### config.mk
export PLATFORM = sky130hd
export DESIGN_NAME = decode_stage
export DESIGN_NICKNAME = d
export VERILOG_FILES = /design/src/rtl/decode_stage.sv
export SDC_FILE = /design/constraint.sdc
export NUM_CORES = 1
export LEC_CHECK = 0
export ABC_AREA = 1
export ABC_CLOCK_PERIOD_IN_PS = 4500
export BUFFER_PORTS_ARGS = -buffer_cell sky130_fd_sc_hd__buf_4
export CAP_MARGIN = 20
export CELL_PAD_IN_SITES_DETAIL_PLACEMENT = 1
export CELL_PAD_IN_SITES_GLOBAL_PLACEMENT = 2
export CORE_MARGIN = 2
export CORE_UTILIZATION = 26
export DETAILED_ROUTE_END_ITERATION = 6
export MAX_ROUTING_LAYER = met4
export PLACE_DENSITY_LB_ADDON = 0.3
export SLEW_MARGIN = 20
export SYNTH_ARGS = -nofsm -noshare
export SYNTH_HDL_FRONTEND = slang
export SYNTH_SLANG_ARGS = --single-unit
### constraint.sdc
create_clock -name clk_pi -period 4.5 [get_ports clk_pi]
set_input_delay 1.35 -clock clk_pi [delete_from_list [all_inputs] [get_ports clk_pi]]
set_output_delay 1.35 -clock clk_pi [all_outputs]
set_load 0.03 [all_outputs]
### src/rtl/decode_stage.sv
// decode_stage: single-entry registered instruction decoder.
// Splits an instruction into opcode class, control command, register
// fields, ALU function and immediate; holds the decoded result until the
// consumer takes it, halts on a halt command, counts accepted instructions
// and keeps a sticky flag for illegal encodings.
module decode_stage #(
   parameter int INSTR_W = 16,
   parameter int REG_W   = 3,
   parameter int CNT_W   = 16
) (
   input  logic               clk_pi,
   input  logic               rst_n_pi,
   input  logic [INSTR_W-1:0] instruction_pi,
   input  logic               in_valid_pi,
   output logic               in_ready_po,
   input  logic               resume_pi,
   output logic               out_valid_po,
   input  logic               out_ready_pi,
   output logic [15:0]        class_po,
   output logic [3:0]         cmd_po,
   output logic [REG_W-1:0]   dest_po,
   output logic [REG_W-1:0]   src1_po,
   output logic [REG_W-1:0]   src2_po,
   output logic [2:0]         alu_func_po,
   output logic [INSTR_W-5:0] imm_po,
   output logic [CNT_W-1:0]   count_po,
   output logic               err_po
);

   // Field positions: opcode on top, then A, B, C register fields.
   localparam int IMM_W  = INSTR_W - 4;
   localparam int OPC_LSB = INSTR_W - 4;
   localparam int A_LSB  = OPC_LSB - REG_W;
   localparam int B_LSB  = A_LSB - REG_W;
   localparam int C_LSB  = B_LSB - REG_W;

   // One-hot class bit positions.
   localparam int CL_NOP       = 0;
   localparam int CL_ARITH_2OP = 1;
   localparam int CL_ARITH_1OP = 2;
   localparam int CL_MOVI_LO   = 3;
   localparam int CL_MOVI_HI   = 4;
   localparam int CL_ADDI      = 5;
   localparam int CL_SUBI      = 6;
   localparam int CL_LOAD      = 7;
   localparam int CL_STOR      = 8;
   localparam int CL_BEQ       = 9;
   localparam int CL_BGE       = 10;
   localparam int CL_BLE       = 11;
   localparam int CL_BC        = 12;
   localparam int CL_J         = 13;
   localparam int CL_CONTROL   = 14;
   localparam int CL_ILLEGAL   = 15;

   // Command flag positions inside cmd_po = {halt, rst, stb, stc}.
   localparam int CMD_STC_BIT  = 0;
   localparam int CMD_STB_BIT  = 1;
   localparam int CMD_RST_BIT  = 2;
   localparam int CMD_HALT_BIT = 3;

   // Alternating 1010... pattern over the command field (0xAAA at 16 bits).
   function automatic logic [IMM_W-1:0] f_alt_pattern();
      logic [IMM_W-1:0] v;
      v = '0;
      for (int i = 0; i < IMM_W; i++) begin
         v[i] = (i % 2) == 1;
      end
      return v;
   endfunction

   localparam logic [IMM_W-1:0] CMD_STC  = IMM_W'(1);
   localparam logic [IMM_W-1:0] CMD_STB  = IMM_W'(2);
   localparam logic [IMM_W-1:0] CMD_RST  = f_alt_pattern();
   localparam logic [IMM_W-1:0] CMD_HALT = '1;

   // Counter step that sticks at all-ones instead of wrapping.
   function automatic logic [CNT_W-1:0] f_sat_inc(input logic [CNT_W-1:0] v);
      return (&v) ? v : v + CNT_W'(1);
   endfunction

   typedef enum logic {
      S_RUN    = 1'b0,
      S_HALTED = 1'b1
   } state_t;

   state_t r_state;
   state_t w_state_nxt;

   logic [3:0]       w_opcode;
   logic [REG_W-1:0] w_fa;
   logic [REG_W-1:0] w_fb;
   logic [REG_W-1:0] w_fc;
   logic [IMM_W-1:0] w_cmd_field;
   logic [15:0]      w_class;
   logic [3:0]       w_cmd;
   logic [REG_W-1:0] w_src1;
   logic [REG_W-1:0] w_src2;
   logic             w_is_branch;
   logic             w_in_ready;
   logic             w_accept;

   logic             r_vld_p1;
   logic [15:0]      r_class_p1;
   logic [3:0]       r_cmd_p1;
   logic [REG_W-1:0] r_dest_p1;
   logic [REG_W-1:0] r_src1_p1;
   logic [REG_W-1:0] r_src2_p1;
   logic [2:0]       r_alu_p1;
   logic [IMM_W-1:0] r_imm_p1;
   logic [CNT_W-1:0] r_count;
   logic             r_err;

   assign w_opcode    = instruction_pi[INSTR_W-1:OPC_LSB];
   assign w_fa        = instruction_pi[A_LSB +: REG_W];
   assign w_fb        = instruction_pi[B_LSB +: REG_W];
   assign w_fc        = instruction_pi[C_LSB +: REG_W];
   assign w_cmd_field = instruction_pi[IMM_W-1:0];

   // Combinational decode of opcode and command field into class/command.
   always_comb begin
      w_class = '0;
      w_cmd   = '0;
      case (w_opcode)
         4'h0: w_class[CL_NOP]       = 1'b1;
         4'h1: w_class[CL_ARITH_2OP] = 1'b1;
         4'h2: w_class[CL_ARITH_1OP] = 1'b1;
         4'h3: begin
            if (w_fb[REG_W-1]) w_class[CL_MOVI_HI] = 1'b1;
            else               w_class[CL_MOVI_LO] = 1'b1;
         end
         4'h4: w_class[CL_ADDI] = 1'b1;
         4'h5: w_class[CL_SUBI] = 1'b1;
         4'h6: w_class[CL_LOAD] = 1'b1;
         4'h7: w_class[CL_STOR] = 1'b1;
         4'h8: w_class[CL_BEQ]  = 1'b1;
         4'h9: w_class[CL_BGE]  = 1'b1;
         4'hA: w_class[CL_BLE]  = 1'b1;
         4'hB: w_class[CL_BC]   = 1'b1;
         4'hC: w_class[CL_J]    = 1'b1;
         4'hF: begin
            if (w_cmd_field == CMD_STC) begin
               w_class[CL_CONTROL] = 1'b1;
               w_cmd[CMD_STC_BIT]  = 1'b1;
            end else if (w_cmd_field == CMD_STB) begin
               w_class[CL_CONTROL] = 1'b1;
               w_cmd[CMD_STB_BIT]  = 1'b1;
            end else if (w_cmd_field == CMD_RST) begin
               w_class[CL_CONTROL] = 1'b1;
               w_cmd[CMD_RST_BIT]  = 1'b1;
            end else if (w_cmd_field == CMD_HALT) begin
               w_class[CL_CONTROL] = 1'b1;
               w_cmd[CMD_HALT_BIT] = 1'b1;
            end else begin
               w_class[CL_ILLEGAL] = 1'b1;
            end
         end
         default: w_class[CL_ILLEGAL] = 1'b1;
      endcase
   end

   // Branches compare A against B; everything else reads B and C.
   always_comb begin
      w_is_branch = |w_class[CL_BC:CL_BEQ];
      if (w_is_branch) begin
         w_src1 = w_fa;
         w_src2 = w_fb;
      end else begin
         w_src1 = w_fb;
         w_src2 = w_fc;
      end
   end

   // Accept when running and the output slot is empty or draining now.
   assign w_in_ready = (r_state == S_RUN) & (~r_vld_p1 | out_ready_pi);
   assign w_accept   = in_valid_pi & w_in_ready;

   // State register for the run/halt control.
   always_ff @(posedge clk_pi or negedge rst_n_pi) begin
      if (!rst_n_pi) r_state <= S_RUN;
      else           r_state <= w_state_nxt;
   end

   // Next state: halt takes effect at the edge that accepts it.
   always_comb begin
      w_state_nxt = r_state;
      case (r_state)
         S_RUN: begin
            if (w_accept && w_cmd[CMD_HALT_BIT]) w_state_nxt = S_HALTED;
         end
         S_HALTED: begin
            if (resume_pi) w_state_nxt = S_RUN;
         end
         default: w_state_nxt = S_RUN;
      endcase
   end

   // ---- stage p1: decoded-instruction holding register ----
   // Load on accept, drop valid on a drain without refill, else hold.
   always_ff @(posedge clk_pi or negedge rst_n_pi) begin
      if (!rst_n_pi) begin
         r_vld_p1   <= 1'b0;
         r_class_p1 <= '0;
         r_cmd_p1   <= '0;
         r_dest_p1  <= '0;
         r_src1_p1  <= '0;
         r_src2_p1  <= '0;
         r_alu_p1   <= '0;
         r_imm_p1   <= '0;
      end else if (w_accept) begin
         r_vld_p1   <= 1'b1;
         r_class_p1 <= w_class;
         r_cmd_p1   <= w_cmd;
         r_dest_p1  <= w_fa;
         r_src1_p1  <= w_src1;
         r_src2_p1  <= w_src2;
         r_alu_p1   <= instruction_pi[2:0];
         r_imm_p1   <= instruction_pi[IMM_W-1:0];
      end else if (out_ready_pi) begin
         r_vld_p1   <= 1'b0;
      end
   end

   // Accepted-instruction counter; an accepted rst command zeroes it.
   always_ff @(posedge clk_pi or negedge rst_n_pi) begin
      if (!rst_n_pi) begin
         r_count <= '0;
      end else if (w_accept) begin
         if (w_cmd[CMD_RST_BIT]) r_count <= '0;
         else                    r_count <= f_sat_inc(r_count);
      end
   end

   // Sticky illegal flag, cleared only by reset or an accepted rst command.
   always_ff @(posedge clk_pi or negedge rst_n_pi) begin
      if (!rst_n_pi) begin
         r_err <= 1'b0;
      end else if (w_accept) begin
         if (w_class[CL_ILLEGAL])     r_err <= 1'b1;
         else if (w_cmd[CMD_RST_BIT]) r_err <= 1'b0;
      end
   end

   assign in_ready_po  = w_in_ready;
   assign out_valid_po = r_vld_p1;
   assign class_po     = r_class_p1;
   assign cmd_po       = r_cmd_p1;
   assign dest_po      = r_dest_p1;
   assign src1_po      = r_src1_p1;
   assign src2_po      = r_src2_p1;
   assign alu_func_po  = r_alu_p1;
   assign imm_po       = r_imm_p1;
   assign count_po     = r_count;
   assign err_po       = r_err;

endmodule

Word-level counts from Yosys, hierarchy flattened
Cells that the tools add are included.

Register bits after elaboration: 63. Input bits: 21. Output and inout port bits: 63. Word-level logic and storage cells: 87.

Add/sub/neg operators: 1. Eq/ne operators: 18. Mux-type cells: 43. Bitwise operators: 5. Reduce and logical (&&, ||, !) cells: 9.

Operators with widths (number): $mux W1 (33); $mux W16 (2); $eq A12 B12 Y1 const B (2); $eq A4 B4 Y1 const B (6); $add A16 B1 Y16 const B (1); $eq A4 B3 Y1 const B (4); $reduce_and A16 Y1 (1); $reduce_or A13 Y1 (1); $eq A12 B1 Y1 const B (1); $eq A12 B2 Y1 const B (1); $mux W3 (3); $eq A4 B2 Y1 const B (2); $eq A4 B1 Y1 const B (1); $logic_not A4 Y1 (1); $mux W2 (2); $mux W4 (1); $pmux W1 S2 (2); $reduce_and A2 Y1 (2); $reduce_bool A2 Y1 (2); $reduce_or A4 Y1 (1); $and A1 B1 Y1 (2); $ne A2 B2 Y1 const B (1); $not A1 Y1 (2); $logic_and A1 B1 Y1 (1); $or A1 B1 Y1 (1).

Logic depth before layout (Yosys ltp)
Gate-level depths: netlist (run 1).

Depth after elaboration: 9. Mapped depth: 10. Gate-level depth less buffers: 9.

Worst setup path before layout (run 1)
OpenSTA, ideal clock, no wires.

Path kind: input -> output. Start: input out_ready_pi. End: output in_ready_po. Arrival: 1.681 ns. Required time: 3.150 ns. Setup slack: 1.469 ns. Cell stages on the path: 2. Buffers on the path: 0. Cell sequence: nor2_1 nor2_2.

Word-level cells in the longest chain between the ends: 2.

Ends and longest elaborated chain: start: declaration (RTL line 18) `input logic out_ready_pi,`; $or A1 B1 Y1 (RTL line 174) `assign w_in_ready = (r_state == S_RUN) & (~r_vld_p1 | out_ready_pi);`; $and A1 B1 Y1 (RTL line 174); end: declaration (RTL line 15) `output logic in_ready_po,`.

Every way passes these cells.

Final worst setup path (run 1)
Same ends and word-level chain as after synthesis.

==> metrics.md, run 1 <==
| Metric | Value |
|---|---|
| DRC viols | 0 |
| Vias per cell | 4.65 |
| Most common cell in the netlist | nand2_1 |
| Net Switching | 0.000554 W |
| CP max-delay cell | buf_4 |
| Global route overflow | 0 |
| WL final | 9400 um |
| Tightest Pin Transition | 0.862 ns |
| Port Buffers | 83 |
| Sw frac | 31.4% |
| Nets | 498 |
| Dpl ws | 1.33 ns |
| DPL Wire Length | 6740 um |
| Reg-to-reg endpoint | count_po[1] |
| CP dominant cell by count | buf_4 |
| R2R depth | 6 |
| Delay-heaviest family, CP | buffers and inverters |
| Clk buf depth | 2 |
| DRT Pass-1 Iters | 4 |
| Total Routing Usage GR | 16.4% |
| WS Path Type | input pin to output pin |
| Multi-input gate area | 1370 um^2 |
| Max Slew Vio Count | 0 |
| Vias in the first global route | 3035 |
| H-tree depth | 3 |
| Clock Power Share | 43.6% |
| Layout cells sized above 1 | 23.7% |
| Final setup vio count | 0 |
| Fill cells | 1367 |
| Most frequent cells after synthesis | nand2_1, dfrtp_1, nor2_1 |
| CP Capture Type | output pin |
| Post-CTS setup buffers | 0 |
| Worst hold path class | register to register |
| Antenna-violating nets left | 0 |
| Status | complete, no violations |
| CTS clk-pin slew, worst paths | 0.05 ns |
| Final setup TNS | 0 ns |
| CP Data Required Time | 3.15 ns |
| Hold Crit Endpoint | imm_po[4] |
| Cell Rows | 39 |
| Tcrit/Tclk final | 70.5% |
| Initial core utilization | 26.6% |
| Synth Cell Area | 3020 um^2 |
| Crit Path Max Fanout | 3 |
| Primary FF master, synth | dfrtp_1 |
| Power Internal | 0.00121 W |
| Die W | 112 um |
| CTS buffer count | 9 |
| Distinct cells, synth | 27 |
| Reg2Reg Setup Slack | 2.58 ns |
| Top-area cell type share of the netlist area | 47.2% |
| Worst r2r src | count_po[0] |
| Hold Fails Final Rpt | 0 |
| Register area | 1430 um^2 |
| RSZ-0062 raised after global routing | no |
| Setup slack after layout | 1.33 ns |
| Clk sinks | 57 |
| First-pass GRT wire length | 15900 um |
| Post-synthesis average cell area | 7.55 um^2 |
| Worst path buffer plus inverter count | 2 |
| Fmax | 315 MHz |
| Asr flop ratio synth | 100% |
| CP Launch Type | input pin |
| Post-CTS sizing | 0 |
| Crit-path cells | buf_4 > nor2_1 > nor2_2 > buf_4 |
| Register area share after synthesis | 47.2% |
| Tmin final | 3.17 ns |
| CORE AREA | 11400 um^2 |
| Post-synth EDFFs | 0 |
| WP data arrival | 1.82 ns |
| Via count | 2899 |
| Total number of yosys warnings | 0 |
| Max VDD drop | 0.000193 V |
| Initial antenna violation count | 0 |
| Leakage power | 2.00 nW |
| Ant. Diodes | 0 |
| Share of total power in combinational logic | 21.3% |
| Die ar. | 12500 um^2 |
| CTS tree | built |
| Clock insertion delay at the later pin of the skew report | 0.33 ns |
| DR iter-0 viols | 94 |
| Wirelength per Cell | 15.1 um |
| Pwr Density | 435 nW/um^2 |
| Synth area leaders | dfrtp_1, nand2_1, o21ai_0 |
| Ports | 84 |
| Largest net degree at the start of global routing | 68 |
| Relative slew margins | 42.3% |
| Gate Count Post-Synth | 400 |
| Root Driver | clkbuf_16 |
| Hold path depth | 2 |
| Routability cong. | 0.793 |
| Crit-path max cell delay | 0.16 ns |
| Synth area leader | dfrtp_1 |
| Final hold slack | 0.485 ns |
| Fin Clk Skew | 0.00799 ns |
| Layout area overhead | 34.0% |
| Hold_buf cts | 0 |
| Max_cap viols | 0 |
| Yosys reg bits | 57 |
| Power share of the sequential group | 35.1% |
| Mapped Nets | 422 |
| Die height | 112 um |
| Beginning of the worst hold path | imm_po[4] |
-- routing by layer --
| metal | wire length [um] | GRT usage [%] | vias up |
|---|---|---|---|
| met2 | 4280 | 24.8 | 60 |
| li1 | - | - | 1436 |
| met3 | 480 | 3.54 | 16 |
| met4 | 165 | 6.42 | 0 |
| met5 | 0 | - | - |
| met1 | 4480 | 21.5 | 1387 |
-- stage by stage --
| stage | total power (W) | cell area [um^2] | utilization (%) | instances |
|---|---|---|---|---|
| after floorplan | 0.000854 | 3020 | - | 400 |
| after global placement | 0.00100 | 3710 | 32.7 | 608 |
| after detailed placement | 0.00101 | 3710 | 32.7 | 608 |
| after CTS | 0.00179 | 4050 | 35.6 | 624 |
| after global routing | 0.00184 | 4050 | 35.6 | 624 |
| final | 0.00176 | 4050 | 35.6 | 624 |
-- placed cells by master (no fill, tap or decap), drive strengths merged --
| master | n |
|---|---|
| inv | 28 |
| xor2 | 6 |
| nor2 | 50 |
| bufinv | 2 |
| nand4 | 17 |
| nand2 | 147 |
| o31ai | 3 |
| nor3 | 2 |
| o21bai | 2 |
| clkinvlp | 2 |
| dfrtp | 57 |
| ha | 1 |
| o21ai | 39 |
| clkbuf | 12 |
| nand3 | 28 |
| buf | 84 |
| xnor2 | 1 |
-- tightest hold or removal path: stages, from the launching register on --
cell     delay (ns)
dfrtp_1        0.34
nand2_1        0.05
o21ai_0        0.06
-- layout make-up --
cell class / instances / area share [%]
Timing Repair Buffer: 84 / 15.6
Clock buffer: 12 / 6.34
Tap cell: 143 / 4.42
Multi-Input combinational cell: 296 / 34.0
Sequential cell: 57 / 35.3
Clock inverter: 4 / 1.86
Inverter: 28 / 2.60
-- cells by family (layout without fill, tap and decap cells) --
kind of cell               count (synthesis)  in the layout  share of synthesized area [%]
buffers and inverters                     47            128                           7.37
xor gates and xnor gates                   7              7                           2.03
adders and majority gates                  1              1                          0.414
AOI/OAI and AO/OA                         44             44                           7.70
and+or+nand+nor                          244            244                           35.3
DFF                                       57             57                           47.2
-- registers in the layout (all words and copies together) (netlist names) --
register      flops
cmd_po            4
out_valid_po      1
imm_po            7
dest_po           3
class_po         16
src1_po           3
src2_po           3
alu_func_po       2
count_po         16
r_state           1
err_po            1
-- power groups by stage --
stage                     combinational, W  clock, W  sequential (W)
after floorplan                   0.000141         0        0.000713
after global placement            0.000376         0        0.000625
after detailed placement          0.000382         0        0.000627
after CTS                         0.000382  0.000786        0.000619
after global routing              0.000411  0.000805        0.000627
final                             0.000376  0.000768        0.000618
-- how the worst max path moves through the flow --
stage	start	to	slack, ns	depth (start not counted)
3_3_place_gp	out_ready_pi	in_ready_po	1.34	4
6_report	out_ready_pi	in_ready_po	1.33	4
2_1_floorplan	out_ready_pi	in_ready_po	1.47	2
5_1_grt	out_ready_pi	in_ready_po	1.31	4
3_5_place_dp	out_ready_pi	in_ready_po	1.33	4
4_1_cts	out_ready_pi	in_ready_po	1.33	4
(Power assumes the default switching activity.)
==> run 2, diff against run 1 <==
--- a/config.mk
+++ b/config.mk
@@ -6,7 +6,7 @@
 export NUM_CORES = 1
 export LEC_CHECK = 0
 export ABC_AREA = 1
-export ABC_CLOCK_PERIOD_IN_PS = 4500
+export ABC_CLOCK_PERIOD_IN_PS = 2800
 export BUFFER_PORTS_ARGS = -buffer_cell sky130_fd_sc_hd__buf_4
 export CAP_MARGIN = 20
 export CELL_PAD_IN_SITES_DETAIL_PLACEMENT = 1
==> constraint.sdc (replaced) <==
create_clock -name clk_pi -period 2.8 [get_ports clk_pi]
set_input_delay 0.84 -clock clk_pi [delete_from_list [all_inputs] [get_ports clk_pi]]
set_output_delay 0.84 -clock clk_pi [all_outputs]
set_load 0.03 [all_outputs]
==> run 2 against run 1 <==
Effect of this change: critical path depth is the same; worst hold slack gained 0.0014 ns; clock power rose by 67%; setup slack lost 0.68 ns; non-clock buffer count rose by 3; highest routed layer unchanged; largest cell class unchanged.
==> metrics.md, run 2 (same netlist as run 1, synthesis figures left out) <==
| Metric | Value |
|---|---|
| Die W | 112 um |
| DR iter-0 viols | 131 |
| Clk sinks | 57 |
| Clock insertion delay at the later pin of the skew report | 0.33 ns |
| Status | complete, no violations |
| CTS clk-pin slew, worst paths | 0.05 ns |
| Tightest Pin Transition | 0.753 ns |
| DPL Wire Length | 6710 um |
| Fin Clk Skew | 0.00405 ns |
| Tmin final | 2.15 ns |
| Vias per cell | 4.64 |
| Antenna-violating nets left | 0 |
| Ant. Diodes | 0 |
| First-pass GRT wire length | 15700 um |
| Setup slack after layout | 0.650 ns |
| Final setup vio count | 0 |
| Global route overflow | 0 |
| Final setup TNS | 0 ns |
| CTS buffer count | 9 |
| CP Capture Type | output pin |
| Relative slew margins | 49.8% |
| Nets | 501 |
| Cell Count, Final, Fillers Out | 627 |
| Die ar. | 12500 um^2 |
| R2R depth | 8 |
| Ports | 84 |
| Die height | 112 um |
| Worst r2r src | count_po[0] |
| Initial antenna violation count | 0 |
| Vias in the first global route | 3011 |
| Crit Path Max Fanout | 3 |
| Most common cell after layout, fill and taps aside | nand2_1 |
| Commonest non-fill, non-tap cells in the layout | nand2_1, buf_4, dfrtp_1 |
| Layout cells sized above 1 | 24.2% |
| Pwr Density | 703 nW/um^2 |
| Wirelength per Cell | 14.7 um |
| CP Data Required Time | 1.96 ns |
| Max_cap viols | 0 |
| Via count | 2909 |
| Post-CTS setup buffers | 0 |
| Tcrit/Tclk final | 76.8% |
| CTS tree | built |
| Routability cong. | 0.742 |
| CP Capture Point | in_ready_po |
| WL final | 9250 um |
| Reg-to-reg endpoint | count_po[15] |
| Fill cells | 1391 |
| DRT Pass-1 Iters | 4 |
| CORE AREA | 11400 um^2 |
| Max Slew Vio Count | 0 |
| Dpl ws | 0.651 ns |
| Root Driver | clkbuf_16 |
| Hold_buf cts | 0 |
| RSZ-0062 raised after global routing | no |
| WS Path Type | input pin to output pin |
| Clk buf depth | 2 |
| H-tree depth | 3 |
| CP Launch Type | input pin |
| Initial core utilization | 26.6% |
| Cell Rows | 39 |
| Fmax | 465 MHz |
| Port Buffers | 83 |
| Layout area overhead | 35.2% |
| Total Routing Usage GR | 16.2% |
| Hold Fails Final Rpt | 0 |
| Inst Count DP | 611 |
| DRC viols | 0 |
| WP data arrival | 1.31 ns |
| Worst setup path startpoint | out_ready_pi |
| Worst hold path class | register to register |
| Post-CTS sizing | 0 |
| Reg2Reg Setup Slack | 0.94 ns |
| Largest net degree at the start of global routing | 68 |
| Max VDD drop | 0.000293 V |
| Leakage power | 2.03 nW |
run 2: how the worst min path moves through the flow:
stage	start	cells after the start	end
after global placement	class_po[3]	2	class_po[3]
after floorplan	r_state	2	r_state
final	class_po[9]	2	class_po[9]
after detailed placement	imm_po[8]	2	imm_po[8]
after global routing	imm_po[8]	2	imm_po[8]
after CTS	class_po[3]	2	class_po[3]
run 2: final cells by class:
cell class	instances	area, um^2	area share, %
Sequential cell	57	1430	34.9
Multi-Input combinational cell	296	1370	33.7
Timing Repair Buffer	87	653	16.0
Clock buffer	11	243	5.95
Tap cell	143	179	4.38
Inverter	28	105	2.57
Clock inverter	5	103	2.51
run 2: where the power goes:
group	internal [W]	switching [W]
combinational	0.000211	0.000393
clock	0.000891	0.000384
sequential	0.000905	0.0000877
run 2: critical path, stage by stage:
cell and delay, ns:
buf_4 0.11, nor2_1 0.13, nor2_2 0.07, buf_4 0.16
run 2: metal layers:
layer	part of all wire, %	vias to the layer above	global-route usage (%)	wire length [um]
li1	-	1443	-	-
met1	48	1398	21.6	4440
met2	46	60	24.0	4250
met3	5.1	8	4.46	468
met4	0.96	0	4.69	89
met5	0	-	-	0
run 2: metrics by stage:
| stage | total power, W | hold slack, ns | util, % | area [um^2] |
|---|---|---|---|---|
| floorplan | 0.00137 | 0.522 | - | 3020 |
| global placement | 0.00161 | 0.467 | 32.9 | 3740 |
| detailed placement | 0.00162 | 0.477 | 32.9 | 3740 |
| CTS | 0.00291 | 0.493 | 35.9 | 4080 |
| global route | 0.00302 | 0.515 | 35.9 | 4080 |
| finish | 0.00287 | 0.486 | 35.9 | 4080 |
==> run 3, diff against run 2 <==
--- a/config.mk
+++ b/config.mk
@@ -6,7 +6,7 @@
 export NUM_CORES = 1
 export LEC_CHECK = 0
 export ABC_AREA = 1
-export ABC_CLOCK_PERIOD_IN_PS = 2800
+export ABC_CLOCK_PERIOD_IN_PS = 2200
 export BUFFER_PORTS_ARGS = -buffer_cell sky130_fd_sc_hd__buf_4
 export CAP_MARGIN = 20
 export CELL_PAD_IN_SITES_DETAIL_PLACEMENT = 1
==> constraint.sdc (replaced) <==
create_clock -name clk_pi -period 2.2 [get_ports clk_pi]
set_input_delay 0.66 -clock clk_pi [delete_from_list [all_inputs] [get_ports clk_pi]]
set_output_delay 0.66 -clock clk_pi [all_outputs]
set_load 0.03 [all_outputs]
==> run 3 against run 2 <==
Effect of this change: power grew 28%; final area grew 0.55%; via count is essentially flat; routed wire length shrank 0.97%; worst hold slack got worse by 0.077 ns; clock skew grew 0.0032 ns; flip-flop and latch count is the same; global-route usage is 0.20 points higher; sequential power is 27% higher; non-clock buffer count is 2 higher; setup slack worse by 0.26 ns; critical path depth unchanged; critical endpoint unchanged; largest cell class unchanged; highest routed layer unchanged.
==> metrics.md, run 3 (same netlist as run 1, synthesis figures left out) <==
| Metric | Value |
|---|---|
| Sw frac | 30.6% |
| Final instance area | 4110 um^2 |
| Fmax | 554 MHz |
| Relative slew margins | 49.5% |
| Layout area overhead | 35.9% |
| Root Driver | clkbuf_16 |
| Final setup vio count | 0 |
| Initial antenna violation count | 0 |
| Vias per cell | 4.62 |
| Total Routing Usage GR | 16.3% |
| Max Slew Vio Count | 0 |
| Tcrit/Tclk final | 82.0% |
| Pwr Density | 898 nW/um^2 |
| Cell Count, Final, Fillers Out | 629 |
| CP max-delay cell | dfrtp_1 |
| Final setup TNS | 0 ns |
| CORE AREA | 11400 um^2 |
| DR iter-0 viols | 87 |
| Layout cells sized above 1 | 24.7% |
| RSZ-0062 raised after global routing | no |
| Worst hold path class | input pin to async pin |
| CTS buffer count | 9 |
| Net Switching | 0.00113 W |
| WP data arrival | 1.14 ns |
| DRT Pass-1 Iters | 4 |
| Worst setup path startpoint | out_valid_po |
| Crit-path cells | inv_1 > nor2_1 > nor2_2 > buf_4 |
| Ports | 84 |
| CTS tree | built |
| Crit-path max cell delay | 0.38 ns |
| Clock insertion delay at the later pin of the skew report | 0.33 ns |
| Tightest Pin Transition | 0.758 ns |
| Reg2Reg Setup Slack | 0.42 ns |
| Inst Count DP | 613 |
| Most common cell after layout, fill and taps aside | nand2_1 |
| Fill cells | 1432 |
| WS Path Type | register to output pin |
| WL final | 9160 um |
| Register area | 1430 um^2 |
| Hold Fails Final Rpt | 0 |
| Nets | 503 |
| Initial core utilization | 26.6% |
| Clock Power Share | 45.0% |
| Worst r2r src | count_po[0] |
| Clk buf depth | 2 |
| Clk sinks | 57 |
| Commonest non-fill, non-tap cells in the layout | nand2_1, buf_4, dfrtp_1 |
| Post-CTS setup buffers | 0 |
| Die ar. | 12500 um^2 |
| Status | complete, no violations |
| CP Data Required Time | 1.54 ns |
| First-pass GRT wire length | 15800 um |
| Tmin final | 1.80 ns |
| Power Internal | 0.00256 W |
| Port Buffers | 83 |
| Wirelength per Cell | 14.6 um |
| Cell Rows | 39 |
| Fin Clk Skew | 0.00722 ns |
| H-tree depth | 3 |
| Global route overflow | 0 |
| Largest net degree at the start of global routing | 58 |
| Share of total power in combinational logic | 20.9% |
| Max VDD drop | 0.000336 V |
| Vias in the first global route | 3067 |
| CTS clk-pin slew, worst paths | 0.05 ns |
| Reg-to-reg endpoint | count_po[0] |
| Antenna-violating nets left | 0 |
| Hold_buf cts | 0 |
| Final hold slack | 0.409 ns |
| Final total power | 0.00369 W |
| Power share of the sequential group | 34.2% |
| Max_cap viols | 0 |
| R2R depth | 6 |
| Routability cong. | 0.788 |
| DRC viols | 0 |
| CP Capture Type | output pin |
| Multi-input gate area | 1370 um^2 |
| Leakage power | 2.03 nW |
| CP Launch Type | register |
| CP Capture Point | in_ready_po |
| Ant. Diodes | 0 |
| DPL Wire Length | 6750 um |
| Dpl cell area | 3750 um^2 |
| Post-CTS sizing | 0 |
| Die height | 112 um |
| Crit Path Max Fanout | 3 |
| Via count | 2907 |
| Die W | 112 um |
## run 3: cell type report
cell class              instances  share of cell area [%]
flip-flops and latches         57                    34.7
well taps                     143                    4.36
clock inverters                 6                    2.77
repair buffers                 89                    16.3
clock buffers                  10                    5.82
multi-input cells             296                    33.5
inverters                      28                    2.56
## run 3: how the worst min path moves through the flow
stage                                 to  slack [ns]  cells past startpoint
after floorplan           alu_func_po[0]        0.36                      0
after global placement       class_po[3]        0.47                      2
after detailed placement    class_po[14]        0.47                      2
after CTS                   count_po[12]        0.43                      1
after global routing        count_po[14]        0.47                      1
final                       count_po[14]        0.41                      1
## run 3: stage by stage
step / setup slack (ns) / utilization [%]
global route: 0.245 / 36.1
global placement: 0.370 / 33.0
CTS: 0.365 / 36.1
detailed placement: 0.309 / 33.0
floorplan: 0.312 / -
finish: 0.395 / 36.1
## run 3: worst max-delay path, delay by kind of cell (launching register included)
family                 cells  cell delay, ns
buffers and inverters      2            0.26
flip-flops                 1            0.38
AND/OR/NAND/NOR            2            0.18
## run 3: power groups by stage
stage / logic (W) / clock network (W) / registers [W]
6_report: 0.000771 / 0.00166 / 0.00126
5_1_grt: 0.000848 / 0.00174 / 0.00128
2_1_floorplan: 0.000287 / 0 / 0.00146
4_1_cts: 0.000785 / 0.00170 / 0.00126
3_5_place_dp: 0.000784 / 0 / 0.00128
3_3_place_gp: 0.000774 / 0 / 0.00128
## run 3: routing by layer
metal	vias up	routed length, um	part of all wire, %	GRT usage (%)
met5	-	0	0	-
met2	65	4130	45	25.1
met1	1391	4440	48	21.4
li1	1442	-	-	-
met4	0	90	0.98	4.69
met3	9	496	5.4	4.35
